[src/rtl/binary2onehot_stream_if.sv]
// Stream bundle for the binary-to-one-hot decoder: binary in, one-hot out.
// Both directions use a valid/ready handshake.
interface binary2onehot_stream_if #(
    parameter int WIDTH = 9
);
    localparam int BW = $clog2(WIDTH);

    logic [BW-1:0]    i_binary;
    logic             i_valid;
    logic             i_ready;
    logic [WIDTH-1:0] o_onehot;
    logic             o_error;
    logic             o_valid;
    logic             o_ready;

    modport slave (
        input  i_binary, i_valid, o_ready,
        output i_ready, o_onehot, o_error, o_valid
    );

    modport master (
        output i_binary, i_valid, o_ready,
        input  i_ready, o_onehot, o_error, o_valid
    );
endinterface

[src/rtl/binary2onehot_stream.sv]
// Streaming binary-to-one-hot decoder, 1-cycle latency, output reg + skid reg.
// Define BINARY2ONEHOT_STREAM_RANGE_CHECK_EN for o_error and err_count.
module binary2onehot_stream #(
    parameter int WIDTH = 9
) (
    input  logic                          clk,
    input  logic                          reset_n,
    binary2onehot_stream_if.slave         bus,
    output logic [15:0]                   err_count
);
    localparam int BW = $clog2(WIDTH);

    typedef enum logic [1:0] {EMPTY, ONE, TWO} state_e;

    state_e           state_q, state_d;
    logic             i_ready_q, i_ready_d;
    logic [WIDTH-1:0] oh_q, oh_d;
    logic [WIDTH-1:0] skid_oh_q, skid_oh_d;
    logic [WIDTH-1:0] dec_oh;
    logic             in_xfer, out_xfer;
    logic             ld_out_in, ld_out_skid, ld_skid;

    // Out-of-range indices match no bit, giving an all-zero word.
    always_comb begin
        dec_oh = '0;
        for (int k = 0; k < WIDTH; k++) begin
            dec_oh[k] = (bus.i_binary == BW'(k));
        end
    end

    always_comb begin
        state_d     = state_q;
        ld_out_in   = 1'b0;
        ld_out_skid = 1'b0;
        ld_skid     = 1'b0;
        in_xfer     = bus.i_valid & i_ready_q;
        out_xfer    = (state_q != EMPTY) & bus.o_ready;
        unique case (state_q)
            EMPTY: begin
                if (in_xfer) begin
                    state_d   = ONE;
                    ld_out_in = 1'b1;
                end
            end
            ONE: begin
                if (in_xfer && out_xfer) begin
                    ld_out_in = 1'b1;
                end else if (in_xfer) begin
                    state_d = TWO;
                    ld_skid = 1'b1;
                end else if (out_xfer) begin
                    state_d = EMPTY;
                end
            end
            TWO: begin
                if (out_xfer) begin
                    state_d     = ONE;
                    ld_out_skid = 1'b1;
                end
            end
            default: state_d = EMPTY;
        endcase
        i_ready_d = (state_d != TWO);
    end

    always_comb begin
        oh_d      = oh_q;
        skid_oh_d = skid_oh_q;
        unique case (1'b1)
            ld_out_in:   oh_d = dec_oh;
            ld_out_skid: oh_d = skid_oh_q;
            default: ;
        endcase
        if (ld_skid) skid_oh_d = dec_oh;
    end

    always_ff @(posedge clk or negedge reset_n) begin
        if (!reset_n) begin
            state_q   <= EMPTY;
            i_ready_q <= 1'b0;
            oh_q      <= '0;
            skid_oh_q <= '0;
        end else begin
            state_q   <= state_d;
            i_ready_q <= i_ready_d;
            oh_q      <= oh_d;
            skid_oh_q <= skid_oh_d;
        end
    end

    assign bus.i_ready  = i_ready_q;
    assign bus.o_valid  = (state_q != EMPTY);
    assign bus.o_onehot = oh_q;

`ifdef BINARY2ONEHOT_STREAM_RANGE_CHECK_EN
    logic        dec_err;
    logic        err_q, err_d;
    logic        skid_err_q, skid_err_d;
    logic [15:0] cnt_q, cnt_d;

    always_comb begin
        dec_err    = ~|dec_oh;
        err_d      = err_q;
        skid_err_d = skid_err_q;
        cnt_d      = cnt_q;
        unique case (1'b1)
            ld_out_in:   err_d = dec_err;
            ld_out_skid: err_d = skid_err_q;
            default: ;
        endcase
        if (ld_skid) skid_err_d = dec_err;
        if (in_xfer && dec_err && (cnt_q != 16'hFFFF)) begin
            cnt_d = cnt_q + 16'd1;
        end
    end

    always_ff @(posedge clk or negedge reset_n) begin
        if (!reset_n) begin
            err_q      <= 1'b0;
            skid_err_q <= 1'b0;
            cnt_q      <= '0;
        end else begin
            err_q      <= err_d;
            skid_err_q <= skid_err_d;
            cnt_q      <= cnt_d;
        end
    end

    assign bus.o_error = err_q;
    assign err_count   = cnt_q;
`else
    assign bus.o_error = 1'b0;
    assign err_count   = '0;
`endif

endmodule

[src/flat_wrapper.sv]
// flat-port wrapper written by rule: the top's interface ports become plain ports
module binary2onehot_stream_flat 
#(
    parameter int WIDTH = 9
)
  (clk, reset_n, err_count, bus_i_binary, bus_i_valid, bus_o_ready, bus_i_ready, bus_o_onehot, bus_o_error, bus_o_valid);
  binary2onehot_stream_if #(.WIDTH(WIDTH)) bus_i ();
  input  logic clk;
  input  logic reset_n;
  output logic [15:0] err_count;
  input wire logic [$bits(bus_i.i_binary)-1:0] bus_i_binary;
  input wire logic [$bits(bus_i.i_valid)-1:0] bus_i_valid;
  input wire logic [$bits(bus_i.o_ready)-1:0] bus_o_ready;
  output wire logic [$bits(bus_i.i_ready)-1:0] bus_i_ready;
  output wire logic [$bits(bus_i.o_onehot)-1:0] bus_o_onehot;
  output wire logic [$bits(bus_i.o_error)-1:0] bus_o_error;
  output wire logic [$bits(bus_i.o_valid)-1:0] bus_o_valid;
  assign bus_i.i_binary = bus_i_binary;
  assign bus_i.i_valid = bus_i_valid;
  assign bus_i.o_ready = bus_o_ready;
  assign bus_i_ready = bus_i.i_ready;
  assign bus_o_onehot = bus_i.o_onehot;
  assign bus_o_error = bus_i.o_error;
  assign bus_o_valid = bus_i.o_valid;
  binary2onehot_stream #(.WIDTH(WIDTH)) u_core (.clk(clk), .reset_n(reset_n), .bus(bus_i), .err_count(err_count));
endmodule
[config.mk]
export PLATFORM = sky130hd
export DESIGN_NAME = binary2onehot_stream_flat
export DESIGN_NICKNAME = d
export VERILOG_FILES = /design/src/rtl/binary2onehot_stream_if.sv /design/src/rtl/binary2onehot_stream.sv /design/src/flat_wrapper.sv
export SDC_FILE = /design/constraint.sdc
export NUM_CORES = 1
export LEC_CHECK = 0
export ABC_AREA = 1
export BUFFER_PORTS_ARGS = -buffer_cell sky130_fd_sc_hd__buf_2
export CAP_MARGIN = 10
export CORE_MARGIN = 5
export CORE_UTILIZATION = 45
export DETAILED_ROUTE_END_ITERATION = 16
export PLACE_DENSITY = 0.83
export SKIP_LAST_GASP = 1
export SYNTH_ARGS = -nofsm -noshare
export SYNTH_HDL_FRONTEND = slang
export SYNTH_SLANG_ARGS = --single-unit
[constraint.sdc]
create_clock -name clk -period 1.1 [get_ports clk]
set_input_delay 0.165 -clock clk [delete_from_list [all_inputs] [get_ports clk]]
set_output_delay 0.165 -clock clk [all_outputs]
set_load 0.05 [all_outputs]
# ---- After elaboration in Yosys (flattened, before gate mapping)
# Cells that the tools add are included.
dict set report word_totals {
  ff_bits 21
  inputBits 8
  elab_cells 36
}
dict set report op_classes {
  muxes 14
  eq_ne 11
  reduce_logical 5
  n_bitwise 2
}
# op count
set ops {}
lappend ops {{9-bit case mux with 2 select lines} 1}
lappend ops {{4-bit by 3-bit equality test with 1-bit output (second input constant)} 4}
lappend ops {{2-bit 2-to-1 mux} 5}
lappend ops {{4-bit by 2-bit equality test with 1-bit output (second input constant)} 2}
lappend ops {{1-bit 2-to-1 mux} 6}
lappend ops {{2-bit case mux with 3 select lines} 1}
lappend ops {{4-bit by 1-bit equality test with 1-bit output (second input constant)} 1}
lappend ops {{4-bit equality test (second input constant)} 1}
lappend ops {{4-bit zero test} 1}
lappend ops {{2-bit nonzero test} 2}
lappend ops {{1-bit AND} 2}
lappend ops {{2-bit by 1-bit equality test with 1-bit output (second input constant)} 1}
lappend ops {{2-bit equality test (second input constant)} 1}
lappend ops {{2-bit zero test} 1}
lappend ops {{2-bit != test (second input constant)} 1}
lappend ops {{1-bit case mux with 2 select lines} 1}
lappend ops {{1-bit logical AND} 1}

# ---- Depth between registers and ports, before layout
dict set report logic_depth {
  ltp_word 7
  depth_mapped 7
  mapped_depth_nobuf 7
}

# ---- Worst setup path before layout
# No wires, ideal clock.
dict set report synth_timing {
  path_type {register -> register}
  startpoint {register u_core.i_ready_q, in the netlist u_core.bus.i_ready}
  endpoint {register u_core.i_ready_q, in the netlist u_core.bus.i_ready}
  t_arrival_ns 1.177
  slack_ns -0.221
  stages_incl_launch_ff 5
  required_time_ns 0.956
  path_cell_list {dfrtp_1 -> nand2_1 -> buf_2 -> nor2_4 -> a21oi_1}
}
dict set report synth_via {
  elab_chain_len 5
}
# item line
set synth_rtl {}
lappend synth_rtl {{from (decl)} binary2onehot_stream.sv:16} ;# logic i_ready_q, i_ready_d;
lappend synth_rtl {{from (signal assigned)} binary2onehot_stream.sv:85} ;# i_ready_q <= i_ready_d;
lappend synth_rtl {{1-bit AND *} binary2onehot_stream.sv:36} ;# in_xfer = bus.i_valid & i_ready_q;
lappend synth_rtl {{2-bit 2-to-1 mux / 1-bit logical AND (equally long branches)} {binary2onehot_stream.sv:48, binary2onehot_stream.sv:46}}
lappend synth_rtl {{2-bit 2-to-1 mux} binary2onehot_stream.sv:46} ;# if (in_xfer && out_xfer) begin
lappend synth_rtl {{2-bit case mux with 3 select lines *} binary2onehot_stream.sv:38} ;# unique case (state_q)
lappend synth_rtl {{2-bit != test *} binary2onehot_stream.sv:63} ;# i_ready_d = (state_d != TWO);
lappend synth_rtl {{named net u_core.i_ready_d} binary2onehot_stream.sv:16}
# Mark *: on every way through the listed nets, which the timed path passes. The rest lies on a longest branch.
# A chain may end at the register's enable or synchronous reset.

# ---- Worst setup path after layout
dict set report layout_timing {
  startpoint {register u_core.state_q[1]}
  endpoint {output port bus_o_valid}
}
dict set report layout_via {
  elab_chain_len 1
}
# item line
set layout_rtl {}
lappend layout_rtl {{from (decl)} binary2onehot_stream.sv:15} ;# state_e state_q, state_d;
lappend layout_rtl {{from (signal assigned)} binary2onehot_stream.sv:84} ;# state_q <= state_d;
lappend layout_rtl {{2-bit nonzero test} binary2onehot_stream.sv:92} ;# assign bus.o_valid = (state_q != EMPTY);
lappend layout_rtl {{to (decl)} flat_wrapper.sv:17} ;# output wire logic [$bits(bus_i.o_valid)-1:0] bus_o_valid;
# Every way passes these cells.

==> impl_metrics.env <==
export IMPL_final_common_cell="nand2_1"
export IMPL_synth_compound_area_share_pct=4.80
export IMPL_slowest_stage="dfrtp_1"
export IMPL_synth_mux_area_share_pct=0
export IMPL_post_route_period_util_pct=112
export IMPL_die_area_um2=3800
export IMPL_drive_above_1_share_pct=33.2
export IMPL_gp_congestion=0.881
export IMPL_port_buffers=18
export IMPL_yosys_area_share_simple_pct=34.3
export IMPL_critPathKind="reg -> out"
export IMPL_grt_remaining_overflow=0
export IMPL_grt_first_pass_wirelength_um=4230
export IMPL_antenna_found_initial=0
export IMPL_skew_ns=0.00944
export IMPL_end_kind="output port"
export IMPL_track_usage_pct=15.4
export IMPL_path_max_fanout=4
export IMPL_seqCellArea_um2=528
export IMPL_grt_start_max_net_pins=22
export IMPL_ys_seq_area_share_pct=43.8
export IMPL_num_rows=18
export IMPL_leakage_nw=0.872
export IMPL_num_vias=1113
export IMPL_hold_ws_ns=0.180
export IMPL_fmax_ghz=0.815
export IMPL_ir_drop_uv=1060
export IMPL_die_x_um=61.6
export IMPL_ant_nets=0
export IMPL_finalSetupViolCount=22
export IMPL_cp_required_ns=0.94
export IMPL_clock_root_buffer="clkbuf_4"
export IMPL_io_pins=36
export IMPL_synth_xor_area_share_pct=0
export IMPL_synth_seq_cells=21
export IMPL_hold_viol=0
export IMPL_start_kind="register"
export IMPL_grt_pass1_vias=955
export IMPL_drt_pass1_iter_count=4
export IMPL_fin_ws_ns=-0.127
export IMPL_slew_violations=0
export IMPL_synth_fa_ha_area_share_pct=0
export IMPL_cpPeakStageDelay_ns=0.45
export IMPL_power_density_nw_per_um2=1590
export IMPL_nets=202
export IMPL_post_drt_wl_per_cell_um=13.4
export IMPL_rrSetupSlack_ns=-0.11
export IMPL_cts_sinks=21
export IMPL_ctsLongestPathBuffers=2
export IMPL_violations="negative setup slack"
export IMPL_worstPathCellList="inv_2 > nand2_2 > buf_6"
export IMPL_drv_cap=0
export IMPL_synth_area_per_cell_um2=7.68
export IMPL_rsz0062_at_grt="true"
export IMPL_initial_core_util_pct=47.5
export IMPL_status="complete, but fails checks"
export IMPL_cts_clk_slew_worst_paths_ns=0.12
export IMPL_vias_per_cell=4.99
export IMPL_power_mw=2.49
export IMPL_antennaDiodeCount=0
export IMPL_min_period_ns=1.23
export IMPL_clock_latency_ns=0.30
export IMPL_hold_class="in -> reg"
export IMPL_cp_arrival_ns=1.06
export IMPL_yosys_warnings=0
export IMPL_dpl_hpwl_um=1960
export IMPL_synthToLayoutAreaGrowth_pct=30.6
export IMPL_yosysUniqueCellTypes=16
export IMPL_dr_first_iter_drc_count=45
export IMPL_chipHeight_um=61.6
export IMPL_multi_input_area_um2=643
export IMPL_core_um2=2520
export IMPL_nFillCells=215
export IMPL_wirelength_um=2980
export IMPL_tns_ns=-1.87
export IMPL_cts_inserted_buffers=3
export IMPL_synth_top_family_by_area="simple AND/OR/NAND/NOR gates"
export IMPL_h_tree_depth=1
export IMPL_layout_common_cells="41 x nand2_1, 28 x nand3_1, 21 x buf_4"
export IMPL_syn_area_um2=1200
export IMPL_drcViolationCount=0
export IMPL_cts_tree="done"
export IMPL_postSynthCellCount=156
==> repair_timing <==
item / CTS / global route
gates resized for setup: 11 / 21
hold endpoints to repair: 21 / 0
gates cloned: 0 / 4
setup endpoints to repair: 29 / 31
pin swaps: 1 / 2
setup buffers: 0 / 7
hold buffers: 1 / 0
==> report_power, final <==
group	switching, mW	internal [mW]	total, mW	leakage, nW
registers	0.0944	0.891	0.986	0.281
clock network	0.225	0.141	0.367	0.0150
logic	0.783	0.356	1.14	0.576
==> registers in the layout, summed over array words and instances (netlist names) <==
register and cells:
u_core.bus.i_ready 1, u_core.state_q 2, u_core.bus.o_onehot 9, u_core.skid_oh_q 9
==> final timing paths <==
path | from | end | cells past startpoint
max | u_core.state_q[1]$_DFF_PN0_ | bus_o_valid | 3
min | bus_o_ready | u_core.bus.i_ready$_DFF_PN0_ | 3
max reg2reg | u_core.state_q[1]$_DFF_PN0_ | u_core.bus.o_onehot[7]$_DFFE_PN0P_ | 7
min reg2reg | u_core.skid_oh_q[7]$_DFFE_PN0P_ | u_core.skid_oh_q[7]$_DFFE_PN0P_ | 2
max in group asynchronous | reset_n | u_core.state_q[0]$_DFF_PN0_ | 2
min in group asynchronous | reset_n | u_core.bus.o_onehot[5]$_DFFE_PN0P_ | 2
==> synthesized netlist by cell type <==
master    instances  area share [%]
buf_2             4             1.7
nand2_4           1            0.94
nand3_1          35              15
a21oi_1           1            0.42
dfrtp_1          21              44
nor2_4            1            0.94
o21ai_1           9             3.8
nor2_2            1            0.52
inv_2             4             1.3
buf_4            19              12
conb_1            1            0.31
nand2_1          43              13
o211ai_1          1            0.63
nand3_2           2             1.7
nor2_1            7             2.2
inv_1             6             1.9
==> cell type report <==
type | count | share of cell area, %
Clock buffer | 4 | 1.68
Inverter | 10 | 2.56
Multi-Input combinational cell | 122 | 41.1
Sequential cell | 21 | 33.7
Tap cell | 30 | 2.40
Timing Repair Buffer | 36 | 18.5
==> per-layer routing <==
layer,vias up,track usage (%),share of wire (%)
met3,4,3.35,7.4
met4,0,7.58,1.3
met5,-,0,0
met1,501,20.3,41
li1,552,-,-
met2,56,23.8,50
==> critical path, delay by kind of cell, from the launching register on <==
family / cells / cell delay [ns]
DFF: 1 / 0.45
buffers and inverters: 2 / 0.26
and+or+nand+nor: 1 / 0.05
==> logic make-up (layout without fill, tap and decap cells) <==
family	after synthesis	after routing
AND/OR/NAND/NOR	90	94
AO/OA/AOI/OAI	11	11
buffers and inverters	33	50
flip-flops	21	21
other	1	17
==> stage by stage <==
| stage | cells | utilization, % | cell area, um2 | worst slack [ns] |
|---|---|---|---|---|
| after floorplan | 172 | - | 1300 | -0.0286 |
| after global placement | 207 | 53.2 | 1340 | -0.00420 |
| after detailed placement | 207 | 53.2 | 1340 | -0.0520 |
| after CTS | 212 | 55.8 | 1410 | -0.0947 |
| after global routing | 223 | 62.1 | 1570 | -0.187 |
| final | 223 | 62.1 | 1570 | -0.127 |
Power figures use the tool's default switching activity.
